File: src/rtl/uart_error_collector.sv
// Host-side UART error-frame collector: assembles bursts of FRAME_LEN bytes delimited by
// idle-line gaps into one parallel frame, and serialises pause/resume commands back.
module uart_error_collector #(
  parameter int Challenge_Bit     = 8,
  parameter int frequency_clk_ref = 100,
  parameter int BAUD_RATE         = 115200,
  parameter int FRAME_LEN         = 15,
  parameter int GAP_CYCLES        = frequency_clk_ref * 500
) (
  input  logic                               clk,
  input  logic                               reset,
  input  logic                               uart_rx,
  input  logic                               pause_req,
  output logic                               uart_tx,
  output logic [FRAME_LEN*Challenge_Bit-1:0] frame_data,
  output logic                               frame_valid,
  output logic                               frame_short,
  output logic                               frame_err,
  output logic                               paused
);

  localparam int CLKS_PER_BIT = frequency_clk_ref * 1000000 / BAUD_RATE;
  localparam int HALF_BIT     = CLKS_PER_BIT / 2;
  localparam int CW           = $clog2(CLKS_PER_BIT + 1);
  localparam int BW           = $clog2(Challenge_Bit + 1);
  localparam int GW           = $clog2(GAP_CYCLES + 1);
  localparam int NW           = $clog2(FRAME_LEN + 1);
  localparam int FW           = FRAME_LEN * Challenge_Bit;

  typedef enum logic [1:0] {RX_IDLE, RX_START, RX_DATA, RX_STOP} rx_state_e;
  typedef enum logic [1:0] {TX_IDLE, TX_START, TX_DATA, TX_STOP} tx_state_e;
  typedef enum logic [1:0] {HUNT, COLLECT, SKIP} col_state_e;

  // ---------------------------------------------------------------- RX front end
  rx_state_e              rx_state, rx_state_next;
  logic                   rx_meta, rx_sync, rx_prev;
  logic [CW-1:0]          rx_clk_cnt;
  logic [BW-1:0]          rx_bit_idx;
  logic [Challenge_Bit-1:0] rx_shift;
  logic                   start_edge, rx_half_tick, rx_bit_tick;
  logic                   byte_done, byte_ok;

  assign start_edge   = rx_prev & ~rx_sync;
  assign rx_half_tick = (rx_clk_cnt == CW'(HALF_BIT - 1));
  assign rx_bit_tick  = (rx_clk_cnt == CW'(CLKS_PER_BIT - 1));
  assign byte_ok      = rx_sync;

  always_comb begin
    // NOTE: every always_comb output gets a default first so no path leaves it unassigned (no latch).
    rx_state_next = rx_state;
    byte_done     = 1'b0;
    case (rx_state)
      RX_IDLE:  if (start_edge) rx_state_next = RX_START;
      RX_START: if (rx_half_tick) rx_state_next = rx_sync ? RX_IDLE : RX_DATA;
      RX_DATA:  if (rx_bit_tick && rx_bit_idx == BW'(Challenge_Bit - 1)) rx_state_next = RX_STOP;
      RX_STOP: begin
        if (rx_bit_tick) begin
          rx_state_next = RX_IDLE;
          byte_done     = 1'b1;
        end
      end
      default:  rx_state_next = RX_IDLE;
    endcase
  end

  always_ff @(posedge clk or posedge reset) begin
    // NOTE: sequential state uses non-blocking assignments so all flops update from pre-edge values.
    if (reset) begin
      rx_meta    <= 1'b1;
      rx_sync    <= 1'b1;
      rx_prev    <= 1'b1;
      rx_state   <= RX_IDLE;
      rx_clk_cnt <= '0;
      rx_bit_idx <= '0;
      rx_shift   <= '0;
    end else begin
      rx_meta  <= uart_rx;
      rx_sync  <= rx_meta;
      rx_prev  <= rx_sync;
      rx_state <= rx_state_next;
      if (rx_state == RX_IDLE || rx_bit_tick || rx_state_next != rx_state)
        rx_clk_cnt <= '0;
      else
        rx_clk_cnt <= rx_clk_cnt + CW'(1);
      if (rx_state == RX_START)
        rx_bit_idx <= '0;
      if (rx_state == RX_DATA && rx_bit_tick) begin
        rx_shift   <= {rx_sync, rx_shift[Challenge_Bit-1:1]};
        rx_bit_idx <= rx_bit_idx + BW'(1);
      end
    end
  end

  // ---------------------------------------------------------------- gap counter
  logic [GW-1:0] gap_cnt;
  logic          gap;

  assign gap = (gap_cnt == GW'(GAP_CYCLES));

  always_ff @(posedge clk or posedge reset) begin
    if (reset)
      gap_cnt <= '0;
    else if (rx_state == RX_IDLE && start_edge)
      gap_cnt <= '0;
    else if (rx_state == RX_IDLE && rx_sync && !gap)
      gap_cnt <= gap_cnt + GW'(1);
  end

  // ---------------------------------------------------------------- collector
  col_state_e    col_state, col_state_next;
  logic [NW-1:0] cnt, cnt_next;
  logic          over_armed, over_armed_next;
  logic          valid_next, short_next, err_next;
  logic          buf_we, frame_load;
  logic [FW-1:0] frame_buf, buf_next;

  // over_armed marks "a frame just completed"; the first extra byte of that burst is an error.
  always_comb begin
    col_state_next  = col_state;
    cnt_next        = cnt;
    over_armed_next = over_armed;
    valid_next      = 1'b0;
    short_next      = 1'b0;
    err_next        = 1'b0;
    buf_we          = 1'b0;
    frame_load      = 1'b0;
    buf_next        = frame_buf;
    buf_next[int'(cnt)*Challenge_Bit +: Challenge_Bit] = rx_shift;
    case (col_state)
      HUNT: begin
        if (byte_done && over_armed) begin
          err_next        = 1'b1;
          over_armed_next = 1'b0;
        end
        if (gap) begin
          col_state_next  = COLLECT;
          cnt_next        = '0;
          over_armed_next = 1'b0;
        end
      end
      COLLECT: begin
        if (byte_done) begin
          if (byte_ok) begin
            buf_we = 1'b1;
            if (cnt == NW'(FRAME_LEN - 1)) begin
              frame_load      = 1'b1;
              valid_next      = 1'b1;
              col_state_next  = HUNT;
              cnt_next        = '0;
              over_armed_next = 1'b1;
            end else begin
              cnt_next = cnt + NW'(1);
            end
          end else begin
            err_next       = 1'b1;
            cnt_next       = '0;
            col_state_next = SKIP;
          end
        end else if (gap && cnt != '0) begin
          short_next = 1'b1;
          cnt_next   = '0;
        end
      end
      SKIP: begin
        if (gap) begin
          col_state_next = COLLECT;
          cnt_next       = '0;
        end
      end
      default: col_state_next = HUNT;
    endcase
  end

  always_ff @(posedge clk or posedge reset) begin
    if (reset) begin
      col_state   <= HUNT;
      cnt         <= '0;
      over_armed  <= 1'b0;
      frame_valid <= 1'b0;
      frame_short <= 1'b0;
      frame_err   <= 1'b0;
      frame_data  <= '0;
    end else begin
      col_state   <= col_state_next;
      cnt         <= cnt_next;
      over_armed  <= over_armed_next;
      frame_valid <= valid_next;
      frame_short <= short_next;
      frame_err   <= err_next;
      if (frame_load)
        frame_data <= buf_next;
    end
  end

  // NOTE: the assembly buffer is not reset; cnt guarantees every byte is written before it is copied out.
  always_ff @(posedge clk) begin
    if (buf_we)
      frame_buf <= buf_next;
  end

  // ---------------------------------------------------------------- TX command engine
  tx_state_e                tx_state, tx_state_next;
  logic [CW-1:0]            tx_clk_cnt;
  logic [BW-1:0]            tx_bit_idx;
  logic [Challenge_Bit-1:0] tx_shift;
  logic                     tx_cmd, last_sent, tx_tick;

  assign tx_tick = (tx_clk_cnt == CW'(CLKS_PER_BIT - 1));
  assign paused  = last_sent;

  always_comb begin
    tx_state_next = tx_state;
    case (tx_state)
      TX_IDLE:  if (pause_req != last_sent) tx_state_next = TX_START;
      TX_START: if (tx_tick) tx_state_next = TX_DATA;
      TX_DATA:  if (tx_tick && tx_bit_idx == BW'(Challenge_Bit - 1)) tx_state_next = TX_STOP;
      TX_STOP:  if (tx_tick) tx_state_next = TX_IDLE;
      default:  tx_state_next = TX_IDLE;
    endcase
  end

  // The command bit is latched at start so a pause_req toggle mid-byte cannot alter it.
  always_ff @(posedge clk or posedge reset) begin
    if (reset) begin
      tx_state   <= TX_IDLE;
      tx_clk_cnt <= '0;
      tx_bit_idx <= '0;
      tx_shift   <= '0;
      tx_cmd     <= 1'b0;
      last_sent  <= 1'b0;
      uart_tx    <= 1'b1;
    end else begin
      tx_state <= tx_state_next;
      if (tx_state == TX_IDLE || tx_tick)
        tx_clk_cnt <= '0;
      else
        tx_clk_cnt <= tx_clk_cnt + CW'(1);
      case (tx_state)
        TX_IDLE: begin
          if (tx_state_next == TX_START) begin
            tx_shift <= {{(Challenge_Bit-1){1'b0}}, pause_req};
            tx_cmd   <= pause_req;
            uart_tx  <= 1'b0;
          end
        end
        TX_START: begin
          if (tx_tick) begin
            uart_tx    <= tx_shift[0];
            tx_bit_idx <= '0;
          end
        end
        TX_DATA: begin
          if (tx_tick) begin
            uart_tx    <= (tx_bit_idx == BW'(Challenge_Bit - 1)) ? 1'b1 : tx_shift[1];
            tx_shift   <= tx_shift >> 1;
            tx_bit_idx <= tx_bit_idx + BW'(1);
          end
        end
        TX_STOP: begin
          if (tx_tick)
            last_sent <= tx_cmd;
        end
        default: uart_tx <= 1'b1;
      endcase
    end
  end

endmodule

File: config.mk
export PLATFORM = sky130hd
export DESIGN_NAME = uart_error_collector
export DESIGN_NICKNAME = d
export VERILOG_FILES = /design/src/rtl/uart_error_collector.sv
export SDC_FILE = /design/constraint.sdc
export NUM_CORES = 1
export LEC_CHECK = 0
export BUFFER_PORTS_ARGS = -buffer_cell sky130_fd_sc_hd__buf_2
export CAP_MARGIN = 40
export CORE_ASPECT_RATIO = 0.7
export CORE_MARGIN = 4
export CORE_UTILIZATION = 64
export DETAILED_ROUTE_END_ITERATION = 8
export MAX_ROUTING_LAYER = met4
export PLACE_DENSITY_LB_ADDON = 0.1
export SYNTH_ARGS = -nofsm -noshare
export SYNTH_HDL_FRONTEND = slang
export SYNTH_SLANG_ARGS = --single-unit
File: constraint.sdc
create_clock -name clk -period 17.2 [get_ports clk]
set_input_delay 0.86 -clock clk [delete_from_list [all_inputs] [get_ports clk]]
set_output_delay 0.86 -clock clk [all_outputs]
set_load 0.05 [all_outputs]
Word level (Yosys, flattened, before mapping)
Index checks and enable logic that the tools add are counted.
Operators by class
  eq/ne operators: 28
  shift operators: 2
  bitwise operators: 2
  reductions and logical operators: 32
  add/subtract/negate cells: 7
  mux-type cells: 62
Operator list (number)
  $bwmux 120: 1
  $shift 8x33->120 const A: 1
  $shiftx 8x33->120: 1
  $mux 4: 9
  $neg 7->33: 1
  $mux 16: 2
  $mux 2: 13
  $mux 1: 24
  $add 10x1->10 const B: 2
  $eq 10x10->1 const B: 2
  $mux 10: 2
  $add 16x1->16 const B: 1
  $eq 16x16->1 const B: 1
  $mux 8: 2
  $pmux 2 s4: 2
  $pmux 4 s2: 2
  $pmux 8 s2: 1
  $add 4x1->4 const B: 3
  $reduce_and 3->1: 4
  $reduce_bool 2->1: 6
  $eq 10x9->1 const B: 1
  $eq 2x2->1 const B: 5
  $ne 2x2->1 const B: 5
  $ne 3x3->1 const B: 3
  21 further kinds: 39
Storage, ports and cells
  output and inout bits: 125
  logic and storage cells: 156
  bits in registers: 320

Logic depth before layout (Yosys ltp)
  depth in word-level cells: 7
  mapped depth: 11
  gate-level depth less buffers: 6

Least setup slack after synthesis
Ideal clock, no wire load.
  path type: register to register
  start point: reg rx_clk_cnt[3]
  end point: reg frame_buf[0] (enable)
  data required time: 16.454 ns
  slack: 7.193 ns
  buffers on the path: 1
  stages on the path, launching flop included: 5
  arrival time: 9.261 ns
  cell sequence: dfrtp_1 nor3b_2 buf_2 nand4_1 nor3_1
Between the ends
  word-level cells in the longest chain between the ends: 5
RTL lines
  from (decl): RTL line 37  | logic [CW-1:0] rx_clk_cnt;
  from (signal assigned): RTL line 84  | rx_clk_cnt <= rx_clk_cnt + CW'(1);
  $eq 10x10->1: RTL line 45  | assign rx_bit_tick = (rx_clk_cnt == CW'(CLKS_PER_BIT - 1));
  $mux 1: RTL line 57  | if (rx_bit_tick) begin
  $mux 1: RTL line 52  | case (rx_state)
  $mux 1: RTL line 142  | if (byte_done) begin
  $mux 1: RTL line 129  | case (col_state)
  via buf_we: RTL line 114  | logic buf_we, frame_load;
  to (signal assigned): RTL line 198  | frame_buf <= buf_next;
  to (decl): RTL line 115  | logic [FW-1:0] frame_buf, buf_next;
The timed path passes the listed nets, and every way through them passes these cells.
A chain may end at the register's enable or synchronous reset.

Worst setup path after layout
  start point: reg cnt[0]
  end point: reg frame_buf[86], data pin
Between the ends
  word-level cells in the longest chain between the ends: 3
RTL lines
  from (decl): RTL line 111  | logic [NW-1:0] cnt, cnt_next;
  from (signal assigned): RTL line 185  | cnt <= cnt_next;
  $neg 7->33 *: RTL line 128  | buf_next[int'(cnt)*Challenge_Bit +: Challenge_Bit] = rx_shift;
  $shiftx 8x33->120 / $shift 8x33->120 (equally long branches): RTL line 128
  $bwmux 120 *: RTL line 128
  via buf_next[86]: RTL line 115
Mark *: on every way through the listed nets, which the timed path passes. The rest lies on a longest branch.

==> results.json <==
{
  "ys_ff_latch": 313,
  "setup_viol": 0,
  "worstPathRequired_ns": 17.49,
  "antenna_found_initial": 0,
  "switching_share_pct": 21.00,
  "finalClockSkew_ns": 0.01504,
  "ios": 129,
  "finalPower_w": 0.001502,
  "status": "finished clean",
  "fin_nets": 1221,
  "yosysWarnings": 0,
  "yosysUniqueCellTypes": 71,
  "fillers": 1377,
  "grt_use_total_pct": 24.91,
  "dp_hpwl_mm": 19.23,
  "grt_pass1_vias": 8486,
  "async_flop_share_pct": 61.66,
  "root_buffer": "clkbuf_16",
  "cellLeakagePower_nw": 7.017,
  "holdBufCountCts": 0,
  "ant_nets": 0,
  "grt-ovfl-total": 0,
  "die_area_um2": 24370,
  "post-route-util_pct": 75.25,
  "yosysSeqAreaShare_pct": 60.21,
  "synth_cells": 1087,
  "power-per-cell-area_nw_per_um2": 94.44,
  "drt_wl_total_mm": 30.13,
  "power.switching_w": 0.0003155,
  "whs_ns": 0.3330,
  "syn_nets": 1106,
  "crit_path_start_kind": "flop",
  "grt_pass1_wl_mm": 47.60,
  "seqPwrFrac_pct": 52.8,
  "wire_per_inst_um": 20.07,
  "critPathMaxFanout": 22,
  "worst_slew_pin_slew_ns": 0.8902,
  "min_period_over_period_pct": 18.06,
  "crit_arrival_ns": 3.40,
  "worstSkewPairLatency_ns": 0.55,
  "crit_path_end_kind": "flop",
  "synth_area_per_cell_um2": 12.89,
  "hold_class": "in -> async",
  "fmax_mhz": 321.9,
  "antennaDiodeCount": 0,
  "portBuffers": 128,
  "placed_area_um2": 14910,
  "drc": 0,
  "ir_drop_mv": 0.08115,
  "syn_area_um2": 14010,
  "slew-limit-headroom_pct": 40.39,
  "fin_tns_setup_ns": 0,
  "drv_cap": 0,
  "clock_path_buffers": 3,
  "die_h_um": 131.8,
  "grt_start_max_net_pins": 68,
  "multi_input_area_um2": 4964,
  "internal-power_w": 0.001187,
  "p_comb_share_pct": 2.6,
  "path_clk_slew_ns": 0.07,
  "critPathKind": "reg -> reg",
  "synth_edf_count": 120,
  "p_clk_share_pct": 44.7,
  "core_um2": 21140,
  "ctsResizeCount": 0,
  "h-tree-depth": 1,
  "stdcell_area_um2": 15910,
  "num_rows": 44,
  "first_pass_iters": 5,
  "area_growth_pct": 13.51,
  "ys.flop_type": "dfrtp_1",
  "cts_tree": "built",
  "seq_area_um2": 8438,
  "post-cts-setup-buffer-count": 0,
  "gp_congestion": 0.8773,
  "vias_per_cell": 6.027,
  "cts_made_buffers": 29,
  "slew_violations": 0,
  "finalCriticalPeriod_ns": 3.106,
  "drtIter0Drc": 810,
  "clock-sinks": 313,
  "rsz0062_at_grt": "no",
  "hold_viol": 0,
  "dieWidth_um": 184.9,
  "vias": 9047,
  "start_util_pct": 66.29,
  "layout-drive-gt1-share_pct": 27.51
}
final timing paths:
check	cells after the start	endpoint	slack (ns)	startpoint
worst max-delay path	7	frame_buf[86]	14.09	cnt[0]
worst min-delay path	2	tx_bit_idx[1]	0.33	reset
worst max register to register	7	frame_buf[86]	14.09	cnt[0]
worst min register to register	0	byte_ok	0.36	rx_meta
max in group asynchronous	4	rx_prev	15.91	reset
min in group clk	0	byte_ok	0.36	rx_meta
routing by layer:
layer / share of wire, % / global-route usage, % / up-vias
met3: 6.9 / 3.751 / 34
met4: 1.4 / 3.993 / 0
met5: 0 / - / -
met1: 49 / 40.50 / 4494
met2: 43 / 34.16 / 343
li1: - / - / 4176
sequential cells by signal, summed over array words and instances (netlist names), 2 cells and up:
register and flops:
frame_buf 120, frame_data 120, gap_cnt 16, rx_clk_cnt 10, tx_clk_cnt 10, rx_shift 8
cnt 4, rx_bit_idx 4, tx_bit_idx 4, col_state 2, rx_state 2, tx_state 2
power groups by stage:
stage                     combinational, W  sequential, W  clock (W)
after floorplan                  0.0000333       0.000802          0
after global placement           0.0000370       0.000807          0
after detailed placement         0.0000392       0.000807          0
after CTS                        0.0000396       0.000793   0.000680
after global routing             0.0000455       0.000794   0.000712
final                            0.0000388       0.000793   0.000671
cell usage in the layout (no fill, tap or decap), types with 4 or more instances in the layout:
cell / count
dfrtp_1: 189
nor3b_1: 9
bufinv_16: 5
a21oi_1: 11
nor4b_1: 4
nand3_1: 25
o211ai_1: 4
clkinv_1: 7
nor3_1: 6
mux2i_1: 70
edfxtp_1: 120
o31ai_1: 7
and3_1: 10
nor2_1: 37
and4_1: 4
or4_1: 6
nand2b_1: 9
nor4_1: 6
nand2_1: 24
buf_2: 129
mux2_4: 26
xnor2_1: 12
a22o_1: 13
mux2_2: 90
nand4_1: 18
dfstp_2: 4
inv_1: 81
ha_1: 15
and2_1: 10
clkbuf_16: 29
buf_4: 11
xor2_1: 10
clkinvlp_4: 4
o21ai_0: 140
nor4bb_1: 5
nor3b_2: 4
worst max-delay path, stage by stage (launching register included):
cell     delay (ns)
dfrtp_1        0.65
buf_8          0.23
nor3_1         0.07
ha_1           0.43
nor4b_1        0.62
nand3_2        0.42
mux2i_1        0.34
inv_1          0.08
through the flow:
stage                     setup WS (ns)  instances
after floorplan                   7.193       1087
after global placement            13.50       1441
after detailed placement          14.18       1447
after CTS                         14.15       1501
after global routing              13.87       1501
final                             14.09       1501
cell families after synthesis:
group,synth area share (%)
flops,60.21
simple gates,8.856
compound gates,8.508
mux,15.02
buf+inv,4.500
xor+xnor,1.571
fa+ha+maj,1.339
area by class of cell:
cell class	count	share of cell area [%]
clock inverters	21	1.502
clock buffers	33	4.782
multi-input cells	631	31.20
flip-flops and latches	313	53.04
well taps	276	2.171
repair buffers	145	5.317
inverters	82	1.982
cells in the mapped netlist, types with 5 or more instances:
master	instances	area (um2)
nand2_1	24	90.09
nor4_1	6	37.54
ha_1	15	187.7
o21ai_0	140	700.7
nand2b_1	9	56.30
nand3_1	25	125.1
nor2_1	37	138.9
and3_1	10	62.56
clkbuf_1	43	161.4
nor3b_1	11	82.58
mux2i_1	70	700.7
nor4bb_1	5	50.05
and2_1	10	62.56
dfrtp_1	189	4730
buf_6	5	56.30
nor3_1	7	35.03
mux2_4	26	390.4
or4_1	6	45.04
mux2_2	90	1013
edfxtp_1	120	3603
o31ai_1	7	52.55
xor2_1	10	87.58
xnor2_1	12	105.1
nand4_1	18	112.6
a22o_1	13	113.9
buf_2	10	50.05
a21oi_1	11	55.05
inv_1	82	307.8
Note: power is estimated with default switching activity, not from simulation.
